$ cat config.mk
export PLATFORM = sky130hd
export DESIGN_NAME = fetch_unit
export DESIGN_NICKNAME = d
export VERILOG_FILES = /design/src/rtl/fetch_unit.sv
export SDC_FILE = /design/constraint.sdc
export NUM_CORES = 1
export LEC_CHECK = 0
export BUFFER_PORTS_ARGS = -buffer_cell sky130_fd_sc_hd__buf_2
export CAP_MARGIN = 25
export CORE_UTILIZATION = 28
export CTS_BUF_LIST = sky130_fd_sc_hd__clkbuf_4
export CTS_CLUSTER_SIZE = 28
export DETAILED_ROUTE_END_ITERATION = 7
export PLACE_DENSITY = 0.52
export SETUP_SLACK_MARGIN = 0.05
export SYNTH_ARGS = -nofsm -noshare
export SYNTH_HDL_FRONTEND = slang
export SYNTH_SLANG_ARGS = --single-unit
$ cat constraint.sdc
create_clock -name clk -period 5.7 [get_ports clk]
set_input_delay 0.285 -clock clk [delete_from_list [all_inputs] [get_ports clk]]
set_output_delay 0.285 -clock clk [all_outputs]
set_load 0.02 [all_outputs]
$ cat src/rtl/fetch_unit.sv
// Instruction fetch stage: owns the PC, issues one instruction read at a time and
// hands fetched words plus pre-sliced decode fields to decode over valid/ready.
module fetch_unit #(
    parameter logic [31:0] RESET_PC = 32'h0000_0000
) (
    input  logic        clk,
    input  logic        rst,
    output logic        imem_req_valid,
    output logic [31:0] imem_req_addr,
    input  logic        imem_req_ready,
    input  logic        imem_resp_valid,
    input  logic [31:0] imem_resp_data,
    input  logic        redirect_valid,
    input  logic [31:0] redirect_pc,
    output logic        id_valid,
    input  logic        id_ready,
    output logic [31:0] id_instr,
    output logic [31:0] id_pc,
    output logic [6:0]  id_opcode,
    output logic [2:0]  id_funct3,
    output logic [6:0]  id_funct7,
    output logic [1:0]  dbg_state
);

    // Handshakes: a transfer happens on a rising edge where valid and ready are
    // both 1; valid never depends on ready, and id_* stay frozen while stalled.

    typedef enum logic [1:0] {S_REQ, S_WAIT, S_HOLD, S_DROP} state_t;

    localparam logic [31:0] NOP = 32'h0000_0013;

    state_t      state_q, state_d;
    logic [31:0] pc_q, pc_d;
    logic [31:0] req_pc_q, req_pc_d;
    logic        id_valid_q, id_valid_d;
    logic [31:0] id_instr_q, id_instr_d;
    logic [31:0] id_pc_q, id_pc_d;
    logic        hold_valid_q, hold_valid_d;
    logic [31:0] hold_instr_q, hold_instr_d;
    logic [31:0] hold_pc_q, hold_pc_d;

    logic slot_free;

    always_ff @(posedge clk) begin
        if (rst) begin
            state_q      <= S_REQ;
            pc_q         <= RESET_PC;
            req_pc_q     <= 32'h0;
            id_valid_q   <= 1'b0;
            id_instr_q   <= NOP;
            id_pc_q      <= 32'h0;
            hold_valid_q <= 1'b0;
            hold_instr_q <= NOP;
            hold_pc_q    <= 32'h0;
        end else begin
            state_q      <= state_d;
            pc_q         <= pc_d;
            req_pc_q     <= req_pc_d;
            id_valid_q   <= id_valid_d;
            id_instr_q   <= id_instr_d;
            id_pc_q      <= id_pc_d;
            hold_valid_q <= hold_valid_d;
            hold_instr_q <= hold_instr_d;
            hold_pc_q    <= hold_pc_d;
        end
    end

    // The slot can take a new word if it is empty or being consumed this cycle.
    assign slot_free = !id_valid_q || id_ready;

    always_comb begin
        state_d      = state_q;
        pc_d         = pc_q;
        req_pc_d     = req_pc_q;
        id_valid_d   = id_valid_q && !id_ready;
        id_instr_d   = id_instr_q;
        id_pc_d      = id_pc_q;
        hold_valid_d = hold_valid_q;
        hold_instr_d = hold_instr_q;
        hold_pc_d    = hold_pc_q;

        imem_req_valid = (state_q == S_REQ) && !redirect_valid;
        imem_req_addr  = pc_q;

        case (state_q)
            S_REQ: begin
                if (imem_req_valid && imem_req_ready) begin
                    req_pc_d = pc_q;
                    pc_d     = pc_q + 32'd4;
                    state_d  = S_WAIT;
                end
            end
            S_WAIT: begin
                if (imem_resp_valid) begin
                    if (slot_free) begin
                        id_valid_d = 1'b1;
                        id_instr_d = imem_resp_data;
                        id_pc_d    = req_pc_q;
                        state_d    = S_REQ;
                    end else begin
                        hold_valid_d = 1'b1;
                        hold_instr_d = imem_resp_data;
                        hold_pc_d    = req_pc_q;
                        state_d      = S_HOLD;
                    end
                end
            end
            S_HOLD: begin
                if (id_ready) begin
                    id_valid_d   = 1'b1;
                    id_instr_d   = hold_instr_q;
                    id_pc_d      = hold_pc_q;
                    hold_valid_d = 1'b0;
                    state_d      = S_REQ;
                end
            end
            S_DROP: begin
                if (imem_resp_valid) begin
                    state_d = S_REQ;
                end
            end
            default: state_d = S_REQ;
        endcase

        // A taken branch wins over everything; a still-outstanding read must be
        // swallowed in S_DROP before the new target can be requested.
        if (redirect_valid) begin
            pc_d         = {redirect_pc[31:2], 2'b00};
            id_valid_d   = 1'b0;
            id_instr_d   = NOP;
            hold_valid_d = 1'b0;
            if ((state_q == S_WAIT || state_q == S_DROP) && !imem_resp_valid) begin
                state_d = S_DROP;
            end else begin
                state_d = S_REQ;
            end
        end
    end

    assign id_valid  = id_valid_q;
    assign id_instr  = id_instr_q;
    assign id_pc     = id_pc_q;
    assign id_opcode = id_instr_q[6:0];
    assign id_funct3 = id_instr_q[14:12];
    assign id_funct7 = id_instr_q[31:25];
    assign dbg_state = state_q;

endmodule

==> results of run 1 <==
==> sequential cells by signal (all words and copies together) (netlist names) <==
| signal | count |
|---|---|
| dbg_state | 2 |
| hold_instr_q | 32 |
| hold_pc_q | 30 |
| id_instr | 32 |
| id_pc | 30 |
| id_valid | 1 |
| imem_req_addr | 30 |
| req_pc_q | 30 |
==> power by group <==
group	switching, mW	total [mW]	leakage (nW)	internal [mW]
logic	0.261	0.420	1.98	0.158
clock network	0.480	0.873	0.178	0.394
registers	0.0587	1.42	1.52	1.36
==> final cells by class <==
type	count	area, um^2	area share (%)
tap	378	473	4.70
antenna	2	5.00	0.0497
inverter	5	18.8	0.187
sequential	187	3740	37.2
timing repair buffer	245	1530	15.2
clock inverter	15	218	2.16
clock buffer	17	128	1.27
multi-input combinational	686	3940	39.2
==> metal layers <==
layer | track usage [%] | vias to the layer above
met2 | 23.3 | 183
met4 | 4.00 | 0
met5 | 0 | -
li1 | - | 3738
met1 | 22.5 | 3350
met3 | 2.84 | 15
==> cells in the mapped netlist, types with 2 or more instances <==
library cell	number	area, um^2
xnor2_1	6	52.6
clkbuf_1	62	233
o31ai_1	5	37.5
nand2b_1	2	12.5
xor2_1	4	35.0
and3_1	4	25.0
or4_4	2	22.5
nand4_1	15	93.8
inv_1	4	15.0
a31oi_1	7	43.8
buf_1	5	18.8
nor4_1	5	31.3
nor2_1	82	308
o211ai_1	6	45.0
nand3b_1	8	60.1
and4_1	4	35.0
o21ai_0	7	35.0
buf_4	22	165
nor3_1	9	45.0
dfxtp_1	187	3740
nand3_1	15	75.1
nand2_1	210	788
a211oi_1	69	518
or2_2	2	12.5
nor3b_1	3	22.5
nor2b_1	3	18.8
or3_1	10	62.6
or4_1	6	45.0
a211o_1	2	17.5
and2_1	4	25.0
buf_2	5	25.0
a311oi_1	10	87.6
a21oi_1	97	485
mux2i_1	63	631
ha_1	5	62.6
o221ai_1	3	26.3
==> through the flow <==
step	hold slack (ps)	instance area (um^2)	worst slack, ps	power, mW	utilization, %
after floorplan	409	8130	3460	1.70	-
after global placement	441	9140	2870	1.84	32.5
after detailed placement	446	9140	2830	1.85	32.5
after CTS	18.9	10100	2780	2.76	35.7
after global routing	43.0	10100	2410	2.86	35.7
final	90.6	10100	2810	2.72	35.7
==> what timing repair did <==
| action | CTS | global route |
|---|---|---|
| hold buffers | 57 | 0 |
| endpoints found under the hold margin | 79 | 0 |
| endpoints found under the setup margin | 0 | 0 |
==> worst max-delay path, delay by kind of cell (launching register included) <==
kind | cells | cell delay [ps]
AO/OA/AOI/OAI | 3 | 1140
adder cells (fa/ha/maj) | 1 | 340
buffers and inverters | 2 | 710
flip-flops | 1 | 430
AND/OR/NAND/NOR | 1 | 90
==> cells by family (layout without fill, tap and decap cells) <==
group	after synthesis	after routing	share of synthesized area (%)
and+or+nand+nor	388	388	21.3
AOI/OAI and AO/OA	216	216	17.1
DFF	187	187	46.1
buffers and inverters	101	282	5.87
muxes	63	63	7.76
xor gates and xnor gates	10	10	1.08
adders and majority gates	5	5	0.770
other	1	6	0.0462
==> final timing paths <==
check / startpoint / end / slack [ps] / cells after the start
worst max-delay path: dbg_state[0] / id_pc[24] / 2810 / 7
worst max register to register: dbg_state[0] / id_pc[24] / 2810 / 7
worst min-delay path: id_ready / id_valid / 90 / 3
worst min register to register: hold_pc_q[30] / hold_pc_q[30] / 460 / 2
==> impl_metrics.toml, run 1 <==
[sta]
tightestPinTransition_ps = 782
fin_setup_tns_ps = 0
finalCritPeriodShare_pct = 50.6
skew_ps = 30.7
finalSetupViolations = 0
maxSlewHeadroom_pct = 47.9
final_hold_viol_count = 0
drv_slew = 0
rsz0062_at_grt = "no"
period_needed_ps = 2890
fmax_mhz = 346

[grt]
grt_pass1_vias = 6549
grt_antenna_before_repair = 1
grt_start_max_net_pins = 69
grt_overflow = 0
track_usage_pct = 15.5
grt_pass1_wl_mm = 36.0

[critical_path]
worst-setup-path-type = "flop to flop"
cp_slowest_stage_delay_ps = 670
slowest_stage = "o221a_4"
cp.arrival_ps = 3360
cp_max_fo = 60
worstPathRequired_ps = 6170
crit_chain = "inv_1 -> ha_4 -> a21oi_1 -> o221a_4 -> buf_4 -> nor2_1 -> a211oi_1"
cp-end-kind = "flop"
cp-start-kind = "flop"

[clock_network]
clock_sinks = 187
ctsResizeCount = 0
cts_tree = "yes"
h-tree-depth = 4
cts_root_buf = "clkbuf_4"
post_cts_buffers = 0
worstSkewPairLatency_ps = 570
clkTransAtPathRegs_ps = 150
cts_made_buffers = 17
clock_path_buffers = 2

[finish]
n_fill_cell = 2973
final_common_cell = "nand2_1"
nets = 1217
fin_cells = 1535
drive_gt1_share_pct = 20.0
syn2layout_area_growth_pct = 23.9
final_cell_mix = "210 x nand2_1, 187 x dfxtp_1, 179 x buf_2"

[placed_design]
hpwl_mm = 15.2
gp_congestion = 0.790
io_buffers = 180
dpl.cell_count = 1444

[route]
dr_wl_met3_um = 946
drc = 0
ant_nets = 0
viasPerCell = 4.75
routed-wl-met2_mm = 9.87
post_drt_wl_per_cell_um = 14.9
top_layer_used = "met4"
routed_wl_mm = 22.9
wl_met1_mm = 11.8
dr.pass1.iters = 5
num_vias = 7286
drtIter0Drc = 521

[logic_synthesis]
syn_inst = 971
syn-cell-area_um2 = 8120
ys_seq_elements = 187
yosysSeqAreaShare_pct = 46.1
synth_edf_count = 0
synth_top_flop_cell = "dfxtp_1"
synth.distinct_cells = 54
yosys_warnings = 0
avgSynthCellArea_um2 = 8.37
postSynth.asyncResetShare_pct = 0

[floorplan]
fp.dieH_um = 172
dieArea_um2 = 29700
initial_core_util_pct = 28.8
die_width_um = 172
core_area_um2 = 28200
rows = 61
num_io_pins = 187

[pwr]
pwr_density_cell_nw_per_um2 = 270
p_leak_nw = 3.68
peakVddDrop_uv = 132

[min_path]
hold_path.class = "input pin to flop"

[status]
status = "finished clean"

[flow_run]
max-cap-violations = 0
No activity file was read; power rests on OpenSTA's default activity.
==> run 2, diff against run 1 <==
Settings changed: PLACE_DENSITY 0.52 to 0.54.
Clock period 5.7 ns to 2.4 ns, I/O delays scaled along.
==> impl_metrics.toml, run 2 (synthesized netlist as in run 1, its figures left out) <==
[critical_path]
worstPathRequired_ps = 2920
cp_slowest_stage_delay_ps = 550
cp-start-kind = "flop"
cp.arrival_ps = 2650
slowest_stage = "dlygate4sd3_1"
crit_chain = "inv_1 -> ha_2 -> buf_4 -> nand2_1 -> xnor2_1 -> nand2_1 -> a21oi_1 -> dlygate4sd3_1"
cp_max_fo = 7
r2r_start = "dbg_state[0]"
cp_top_family = "buffers and inverters"
cp-startpoint = "dbg_state[0]"
cp-end-kind = "flop"
cp_common_cell = "nand2_1"
path_buf_inv = 3
worst-setup-path-type = "flop to flop"

[pwr]
peakVddDrop_uv = 247
pwr_density_cell_nw_per_um2 = 596
p_leak_nw = 3.82
power_mw = 6.16

[status]
status = "finished clean"

[route]
drc = 0
ant_nets = 0
post_drt_wl_per_cell_um = 14.7
routed_wl_mm = 23.1
dr.pass1.iters = 4
num_vias = 7384
drtIter0Drc = 434
viasPerCell = 4.72

[sta]
rsz0062_at_grt = "no"
fin_setup_tns_ps = 0
finalWorstSetupSlack_ps = 268
finalSetupViolations = 0
period_needed_ps = 2130
final_hold_viol_count = 0
fmax_mhz = 469
finalCritPeriodShare_pct = 88.8
tightestPinTransition_ps = 775
maxSlewHeadroom_pct = 48.2
hold_ws_ps = 87.0
drv_slew = 0
skew_ps = 26.7

[floorplan]
fp.dieH_um = 172
num_io_pins = 187
core_area_um2 = 28200
initial_core_util_pct = 28.8
rows = 61
dieArea_um2 = 29700
die_width_um = 172

[placed_design]
dpl.cell_count = 1463
place_ws_ps = 223
gp_congestion = 0.805
io_buffers = 180
hpwl_mm = 15.4

[clock_network]
post_cts_buffers = 0
clock_path_buffers = 2
h-tree-depth = 4
cts_tree = "yes"
clkTransAtPathRegs_ps = 160
cts_made_buffers = 17
cts_root_buf = "clkbuf_4"
clock_sinks = 187
worstSkewPairLatency_ps = 560

[finish]
fin_cells = 1566
final_common_cell = "nand2_1"
final_cell_mix = "210 x nand2_1, 187 x dfxtp_1, 179 x buf_2"
n_fill_cell = 2954
multiInputGateArea_um2 = 3940
syn2layout_area_growth_pct = 27.2
nets = 1251
drive_gt1_share_pct = 21.0
ff_latch_area_um2 = 3740

[grt]
grt_start_max_net_pins = 67
grt_pass1_vias = 6544
grt_antenna_before_repair = 1
track_usage_pct = 15.5
grt_overflow = 0
grt_pass1_wl_mm = 35.9

[min_path]
min_from = "imem_req_ready"
hold_path.class = "input pin to flop"

[flow_run]
max-cap-violations = 0
[run 2: worst register-to-register path, stage by stage, from the launching register on]
cell and delay (ps):
dfxtp_1 430, inv_1 110, ha_2 250, buf_4 170, nand2_1 200, xnor2_1 150
nand2_1 70, a21oi_1 170, dlygate4sd3_1 550
[run 2: final cells by class]
class | instances | share of cell area (%)
Clock inverter | 12 | 1.21
Timing Repair Buffer | 279 | 18.3
Multi-Input combinational cell | 686 | 38.2
Clock buffer | 18 | 1.31
Antenna cell | 1 | 0.0242
Inverter | 5 | 0.182
Tap cell | 378 | 4.58
Sequential cell | 187 | 36.2
[run 2: timing repair]
item	in CTS	in global routing
endpoints found under the hold margin	103	0
hold buffers	72	0
resized for setup	0	1
endpoints found under the setup margin	0	4
[run 2: path summary, 6_finish.rpt]
check                           cells after the start          endpoint  slack (ps)
worst max-delay path                                8  imem_req_addr[2]         270
worst min-delay path                                4      dbg_state[0]          90
worst max register to register                      8  imem_req_addr[2]         270
worst min register to register                      2  hold_instr_q[30]         460
[run 2: through the flow]
step,utilization (%),area (um^2)
floorplan,-,8130
global placement,33.2,9350
detailed placement,33.2,9350
CTS,36.7,10300
global route,36.7,10300
finish,36.7,10300
[run 2: power by group]
| group | internal (mW) | switching [mW] |
|---|---|---|
| Clock | 0.618 | 1.10 |
| Combinational | 0.429 | 0.655 |
| Sequential | 3.24 | 0.118 |
[run 2: per-layer routing]
metal,up-vias,wire [um],global-route usage [%],share of wire [%]
met4,0,163,3.73,0.71
met2,182,9840,23.0,43
met5,-,0,0,0
met3,11,877,3.02,3.8
met1,3383,12200,22.7,53
li1,3808,-,-,-
